$ cat config.mk
export PLATFORM = sky130hd
export DESIGN_NAME = move_scheduler_flat
export DESIGN_NICKNAME = d
export VERILOG_FILES = /design/src/rtl/move_scheduler_if.sv /design/src/rtl/move_scheduler.sv /design/src/flat_wrapper.sv
export SDC_FILE = /design/constraint.sdc
export NUM_CORES = 1
export LEC_CHECK = 0
export BUFFER_PORTS_ARGS = -buffer_cell sky130_fd_sc_hd__buf_2
export CAP_MARGIN = 20
export CORE_MARGIN = 2
export CORE_UTILIZATION = 50
export DETAILED_ROUTE_END_ITERATION = 10
export GPL_TIMING_DRIVEN = 0
export PLACE_DENSITY = 0.7
export SLEW_MARGIN = 20
export SYNTH_ARGS = -nofsm -noshare
export SYNTH_HDL_FRONTEND = slang
export SYNTH_SLANG_ARGS = --single-unit
$ cat constraint.sdc
create_clock -name vga_clk -period 4.5 [get_ports vga_clk]
set_input_delay 0.675 -clock vga_clk [delete_from_list [all_inputs] [get_ports vga_clk]]
set_output_delay 0.675 -clock vga_clk [all_outputs]
set_load 0.01 [all_outputs]
$ cat src/rtl/move_scheduler_if.sv
// rtl/move_scheduler_if.sv - command handshake between move_scheduler and the grid controller
interface move_scheduler_if;
  logic       cmd_valid;
  logic       cmd_ready;
  logic [2:0] cmd_op;

  modport master (output cmd_valid, output cmd_op, input cmd_ready);
  modport slave  (input cmd_valid, input cmd_op, output cmd_ready);
endinterface

$ cat src/rtl/move_scheduler.sv
// rtl/move_scheduler.sv - once-per-frame arbiter turning key events and gravity ticks into grid commands
module move_scheduler #(
  parameter int unsigned MOVE_DELAY = 30
) (
  input  logic               vga_clk,
  input  logic               reset,
  input  logic [3:0]         op_keys,
  input  logic               draw_finish,
  input  logic               game_over,
  move_scheduler_if.master   cmd,
  output logic               busy
);

  localparam logic [2:0] OP_NONE  = 3'd0;
  localparam logic [2:0] OP_ROT   = 3'd1;
  localparam logic [2:0] OP_LEFT  = 3'd2;
  localparam logic [2:0] OP_RIGHT = 3'd3;
  localparam logic [2:0] OP_DOWN  = 3'd4;
  localparam logic [2:0] OP_GRAV  = 3'd5;
  localparam logic [7:0] LAST     = 8'(MOVE_DELAY - 1);

  typedef enum logic [2:0] {IDLE, ARB, KEY_ISSUE, GRAV_CHECK, GRAV_ISSUE} state_t;

  state_t     state;
  logic [3:0] pending;
  logic [7:0] grav_cnt;
  logic       gravity_due;
  logic       frame_pending;

  logic       accept;
  logic       key_accept;
  logic       soft_down_accept;
  logic       grav_accept;
  logic [3:0] clr_mask;
  logic [2:0] arb_op;

  assign accept           = cmd.cmd_valid & cmd.cmd_ready;
  assign key_accept       = accept && (state == KEY_ISSUE);
  assign soft_down_accept = key_accept && (cmd.cmd_op == OP_DOWN);
  assign grav_accept      = accept && (state == GRAV_ISSUE);

  // Pending bit owned by the command currently on the bus.
  always_comb begin
    clr_mask = 4'b0000;
    case (cmd.cmd_op)
      OP_ROT:   clr_mask = 4'b0001;
      OP_LEFT:  clr_mask = 4'b0100;
      OP_RIGHT: clr_mask = 4'b1000;
      OP_DOWN:  clr_mask = 4'b0010;
      default:  clr_mask = 4'b0000;
    endcase
  end

  // Rotate beats left beats right beats down.
  always_comb begin
    arb_op = OP_NONE;
    if (pending[0])      arb_op = OP_ROT;
    else if (pending[2]) arb_op = OP_LEFT;
    else if (pending[3]) arb_op = OP_RIGHT;
    else if (pending[1]) arb_op = OP_DOWN;
  end

  always_ff @(posedge vga_clk) begin
    if (reset) begin
      state         <= IDLE;
      cmd.cmd_valid <= 1'b0;
      cmd.cmd_op    <= OP_NONE;
      busy          <= 1'b0;
      pending       <= 4'b0000;
      grav_cnt      <= 8'd0;
      gravity_due   <= 1'b0;
      frame_pending <= 1'b0;
    end else begin
      if (game_over)
        pending <= 4'b0000;
      else
        pending <= (pending & ~(key_accept ? clr_mask : 4'b0000)) | op_keys;

      // A fresh wrap in the same cycle as a gravity accept keeps gravity_due set.
      if (game_over) begin
        grav_cnt    <= 8'd0;
        gravity_due <= 1'b0;
      end else if (soft_down_accept) begin
        grav_cnt    <= 8'd0;
        gravity_due <= 1'b0;
      end else begin
        if (grav_accept)
          gravity_due <= 1'b0;
        if (draw_finish) begin
          if (grav_cnt >= LAST) begin
            grav_cnt    <= 8'd0;
            gravity_due <= 1'b1;
          end else begin
            grav_cnt <= grav_cnt + 8'd1;
          end
        end
      end

      if (draw_finish)
        frame_pending <= 1'b1;
      else if (state == IDLE && frame_pending && !game_over)
        frame_pending <= 1'b0;

      case (state)
        IDLE: begin
          if (frame_pending && !game_over) begin
            state <= ARB;
            busy  <= 1'b1;
          end
        end
        ARB: begin
          if (game_over) begin
            state <= IDLE;
            busy  <= 1'b0;
          end else if (|pending) begin
            cmd.cmd_valid <= 1'b1;
            cmd.cmd_op    <= arb_op;
            state         <= KEY_ISSUE;
          end else begin
            state <= GRAV_CHECK;
          end
        end
        KEY_ISSUE: begin
          if (accept) begin
            cmd.cmd_valid <= 1'b0;
            cmd.cmd_op    <= OP_NONE;
            if (game_over) begin
              state <= IDLE;
              busy  <= 1'b0;
            end else begin
              state <= GRAV_CHECK;
            end
          end
        end
        GRAV_CHECK: begin
          if (gravity_due && !game_over) begin
            cmd.cmd_valid <= 1'b1;
            cmd.cmd_op    <= OP_GRAV;
            state         <= GRAV_ISSUE;
          end else begin
            state <= IDLE;
            busy  <= 1'b0;
          end
        end
        GRAV_ISSUE: begin
          if (accept) begin
            cmd.cmd_valid <= 1'b0;
            cmd.cmd_op    <= OP_NONE;
            state         <= IDLE;
            busy          <= 1'b0;
          end
        end
        default: begin
          cmd.cmd_valid <= 1'b0;
          cmd.cmd_op    <= OP_NONE;
          state         <= IDLE;
          busy          <= 1'b0;
        end
      endcase
    end
  end

endmodule

$ cat src/flat_wrapper.sv
// flat-port wrapper written by rule: the top's interface ports become plain ports
module move_scheduler_flat 
#(
  parameter int unsigned MOVE_DELAY = 30
)
  (vga_clk, reset, op_keys, draw_finish, game_over, busy, cmd_cmd_valid, cmd_cmd_op, cmd_cmd_ready);
  move_scheduler_if cmd_i ();
  input  logic vga_clk;
  input  logic reset;
  input  logic [3:0] op_keys;
  input  logic draw_finish;
  input  logic game_over;
  output logic busy;
  output wire logic [$bits(cmd_i.cmd_valid)-1:0] cmd_cmd_valid;
  output wire logic [$bits(cmd_i.cmd_op)-1:0] cmd_cmd_op;
  input wire logic [$bits(cmd_i.cmd_ready)-1:0] cmd_cmd_ready;
  assign cmd_cmd_valid = cmd_i.cmd_valid;
  assign cmd_cmd_op = cmd_i.cmd_op;
  assign cmd_i.cmd_ready = cmd_cmd_ready;
  move_scheduler #(.MOVE_DELAY(MOVE_DELAY)) u_core (.vga_clk(vga_clk), .reset(reset), .op_keys(op_keys), .draw_finish(draw_finish), .game_over(game_over), .cmd(cmd_i), .busy(busy));
endmodule
; ---- Word level (Yosys, flattened, before mapping)
; Index checks and enable logic that the tools add are counted.
; Widths: inputs -> output; s select.
[totals]
word_cells = 82
regBits = 22
[op_classes]
n_bitwise = 5
order_cmp = 1
reduce_logical = 17
eq_ne = 16
addsub = 1
muxes = 34
[ops]
columns = cell, n
row1 = $mux 3, 12
row2 = $pmux 4 s4, 1
row3 = $pmux 3 s5, 1
row4 = $mux 1, 14
row5 = $eq 3x2->1 const B, 4
row6 = $pmux 3 s4, 1
row7 = $ne 2x1->1 const B, 5
row8 = $add 8x1->8 const B, 1
row9 = $ge 8x5->1 const B, 1
row10 = $mux 8, 1
row11 = $logic_and 1x1->1, 7
row12 = $eq 3x1->1 const B, 2
row13 = $eq 3x3->1 const B, 2
row14 = $ne 2x2->1 const B, 3
row15 = $pmux 1 s5, 1
row16 = $reduce_and 5->1, 1
row17 = $and 4x4->4, 1
row18 = $mux 4, 1
row19 = $not 4->4, 1
row20 = $or 4x4->4, 1
row21 = $pmux 1 s4, 1
row22 = $reduce_and 4->1, 1
row23 = $reduce_or 2->1, 2
row24 = $reduce_or 4->1, 1
row25 = 8 further kinds, 8

; ---- Depth between registers and ports, before layout
[depth]
ltp_word = 7
depth_mapped = 6
mapped_depth_nobuf = 6

; ---- Least setup slack after synthesis
; OpenSTA, ideal clock, no wires.
[synth_path]
kind = input -> register
startpoint = input game_over
endpoint = register u_core.cmd.cmd_valid
t_required_ns = 4.386
path_buffers = 0
slack_ns = 2.872
setup_time_ns = 0.114
path_stages = 4
arrival_ns = 1.514
path_cell_list = or3b_4 > o211ai_4 > o31ai_4 > a21bo_1
[synth_between]
elab_chain_len = 4
elab_cells_between_ends = 5
cone_classes = 2 x eq/ne / 3 x reduce/logical
[synth_rtl]
columns = item, line
row1 = from (decl), flat_wrapper.sv:12  ; input logic game_over;
row2 = $logic_not 1->1, move_scheduler.sv:136  ; if (gravity_due && !game_over) begin
row3 = $logic_and 1x1->1, move_scheduler.sv:136
row4 = $ne 2x1->1 (no line), n/a
row5 = $reduce_and 5->1 (no line) *, n/a
row6 = to (signal assigned), move_scheduler.sv:137  ; cmd.cmd_valid <= 1'b1;
row7 = to (signal assigned), move_scheduler.sv:147  ; cmd.cmd_valid <= 1'b0;
row8 = to (signal assigned), move_scheduler.sv:154  ; cmd.cmd_valid <= 1'b0;
row9 = to (decl), move_scheduler_if.sv:7  ; modport master (output cmd_valid, output cmd_op, input cmd_ready);
; Every way passes the cells marked *; elsewhere a longest branch is shown, timed or not.
; A chain may end at the register's enable or synchronous reset.

; ---- Final worst setup path
[layout_path]
startpoint = register u_core.cmd.cmd_op[1]
endpoint = output cmd_cmd_op[1]
[layout_rtl]
columns = item, line
row1 = from (decl), move_scheduler_if.sv:7
row2 = from (signal assigned), move_scheduler.sv:117  ; cmd.cmd_op <= arb_op;
row3 = to (decl), flat_wrapper.sv:15  ; output wire logic [$bits(cmd_i.cmd_op)-1:0] cmd_cmd_op;
; No word-level cell between the ends.

==> results_dict.tcl <==
set metrics [dict create \
    status "completed" \
    syn_area_um2 1180 \
    min_period_ns 1.60 \
    hold_path_class "reg2reg" \
    n_antenna_cell 0 \
    hold_violations 0 \
    syn_inst 127 \
    clkTransAtPathRegs_ns 0.13 \
    firstDrtPassIters 4 \
    die_area_um2 2760 \
    synth_warnings 0 \
    endpoint_kind "output pin" \
    die_w_um 52.5 \
    rows 17 \
    io_pins 14 \
    cp_max_fo 6 \
    drtAntennaViolNets 0 \
    vias 986 \
    synth-seq-cells 22 \
    chipHeight_um 52.5 \
    power_density_nw_per_um2 302 \
    final_nets 155 \
    ys.flop_type "dfxtp_1" \
    critPathKind "reg2out" \
    critPathLaunchType "flop" \
    rr_worst_depth 6 \
    preCtsSetupSlack_ns 2.65 \
    hold_path_depth 1 \
    dpl-instance-area_um2 1270 \
    post_drt_wl_per_cell_um 13.7 \
    fmax_ghz 0.623 \
    cts_sinks 22 \
    cp_num_buf_inv 1 \
    clk_latency_ns 0.32 \
    arrival_ns 0.93 \
    grt_max_degree 14 \
    synth_area_per_cell_um2 9.27 \
    drive_gt1_share_pct 19.7 \
    cts_tree "yes" \
    synth_top_cell_by_area "dfxtp_1" \
    cts_hold_buffers 0 \
    finalClockSkew_ns 0.00692 \
    ctsLongestPathBuffers 2 \
    async_flop_share_pct 0 \
    period_share_pct 35.7 \
    grt_overflow_total 0 \
    synth_top_area_share_pct 37.4 \
    leakage_nw 0.536 \
    drt_iter0_drc 12 \
    netlist_top_cells_count "dfxtp_1 (22), nor2_1 (18), inv_1 (7)" \
    synth_cell_types 44 \
    cts_buffers 3 \
    cts_resized 0 \
    worst-path-stages 1 \
    cts_htree_levels 1 \
    final.fill_count 216 \
    postCtsSetupBuffers 0 \
    drc_errors 0 \
    routed_wl_mm 2.33 \
    maxSlewViolCount 0 \
    initial_core_util_pct 53.2 \
    crit_family "flip-flops" \
    worst_pin_slew_ns 0.482 \
    synth_area_leaders "dfxtp_1 (37%), nor2_1 (5.7%), xor2_1 (4.5%)" \
    finalInstanceArea_um2 1320 \
    tns_ns 0 \
    antenna_found_initial 0 \
    max_stage_delay_ns 0.44 \
    grt_pass1_vias 857 \
    setup_viol 0 \
    rsz0062_at_grt "false" \
    root_buffer "clkbuf_4" \
    synth-edff-count 0 \
    ir_worst_vdd_uv 187 \
    via_per_inst 5.80 \
    grt_pass1_wl_mm 3.86 \
    grt_usage_pct 19.1 \
    core_region_area_um2 2210 \
    worstPathCellList "buf_2" \
    seq_area_frac_synth_pct 37.4 \
    syn-num-nets 139 \
    gp_congestion 0.809 \
    maxCapViolations 0 \
    port_buffers 11 \
    relSlewSlack_pct 67.0 \
    cp.required_ns 3.83 \
    hpwl_mm 1.72 \
    syn2layout_area_growth_pct 12.1 \
    fin_ws_ns 2.90 \
    worst_path_max_delay_cell "dfxtp_1" \
    yosysMostFrequentCell "dfxtp_1" \
]
==> where the power goes <==
part / internal [W] / switching, W / total (W)
Combinational: 0.0000168 / 0.0000215 / 0.0000383
Sequential: 0.000199 / 0.00000537 / 0.000205
Clock: 0.0000901 / 0.0000657 / 0.000156
==> cell families after synthesis <==
kind of cell / synth area share [%]
AO/OA/AOI/OAI: 20.6
XOR/XNOR: 5.21
adder cells (fa/ha/maj): 3.19
buffers and inverters: 6.59
flip-flops: 37.4
multiplexers: 1.70
AND/OR/NAND/NOR: 25.3
==> flip-flops by register name, indices dropped and copies added (netlist names) <==
signal,count
u_core.grav_cnt,8
u_core.pending,4
u_core.cmd.cmd_op,3
u_core.state,3
u_core.busy,1
u_core.cmd.cmd_valid,1
u_core.frame_pending,1
u_core.gravity_due,1
==> final timing paths <==
path | startpoint | endpoint | slack, ns
worst min-delay path | u_core.cmd.cmd_op[2] | u_core.cmd.cmd_op[2] | 0.53
worst max register to register | u_core.grav_cnt[1] | u_core.grav_cnt[7] | 2.90
worst max-delay path | u_core.cmd.cmd_op[1] | cmd_cmd_op[1] | 2.90
worst min register to register | u_core.cmd.cmd_op[2] | u_core.cmd.cmd_op[2] | 0.53
==> metal layers <==
layer / wire, um / track usage, % / share of wire (%) / up-vias
met2: 1050 / 27.9 / 45 / 45
li1: - / - / - / 482
met3: 154 / 3.43 / 6.6 / 4
met5: 0 / 0 / 0 / -
met4: 20 / 6.41 / 0.86 / 0
met1: 1110 / 28.0 / 48 / 455
==> area by class of cell <==
type | instances | area [um^2] | share of cell area, %
buffer | 5 | 51.3 | 3.89
clock buffer | 3 | 22.5 | 1.71
clock inverter | 1 | 30.0 | 2.27
inverter | 7 | 26.3 | 1.99
multi-input combinational | 93 | 659 | 50.0
sequential | 22 | 440 | 33.4
tap | 28 | 35.0 | 2.65
timing repair buffer | 11 | 55.1 | 4.17
==> cell usage in the layout, fill, tap and decap left out, types with 2 or more instances in the layout <==
| cell | n |
|---|---|
| dfxtp_1 | 22 |
| nor2_1 | 18 |
| buf_2 | 12 |
| inv_1 | 7 |
| nand2_1 | 6 |
| xor2_1 | 6 |
| a21oi_1 | 6 |
| o21ai_0 | 6 |
| nand4_1 | 5 |
| and3_1 | 3 |
| and2_1 | 3 |
| o2bb2ai_1 | 3 |
| ha_1 | 3 |
| clkbuf_4 | 3 |
| nand2b_1 | 2 |
| clkbuf_8 | 2 |
| a31oi_1 | 2 |
| mux2i_1 | 2 |
| nand3_1 | 2 |
| nand4b_1 | 2 |
| nor3_1 | 2 |
==> stage by stage <==
| step | utilization (%) | instances | hold slack [ns] | total power (W) |
|---|---|---|---|---|
| after detailed placement | 57.3 | 166 | 0.502 | 0.000247 |
| after global routing | 59.7 | 170 | 0.559 | 0.000413 |
| final | 59.7 | 170 | 0.525 | 0.000399 |
| after global placement | 57.3 | 166 | 0.491 | 0.000246 |
| after CTS | 59.7 | 170 | 0.527 | 0.000400 |
| after floorplan | - | 127 | 0.472 | 0.000236 |
(Power assumes the default switching activity.)
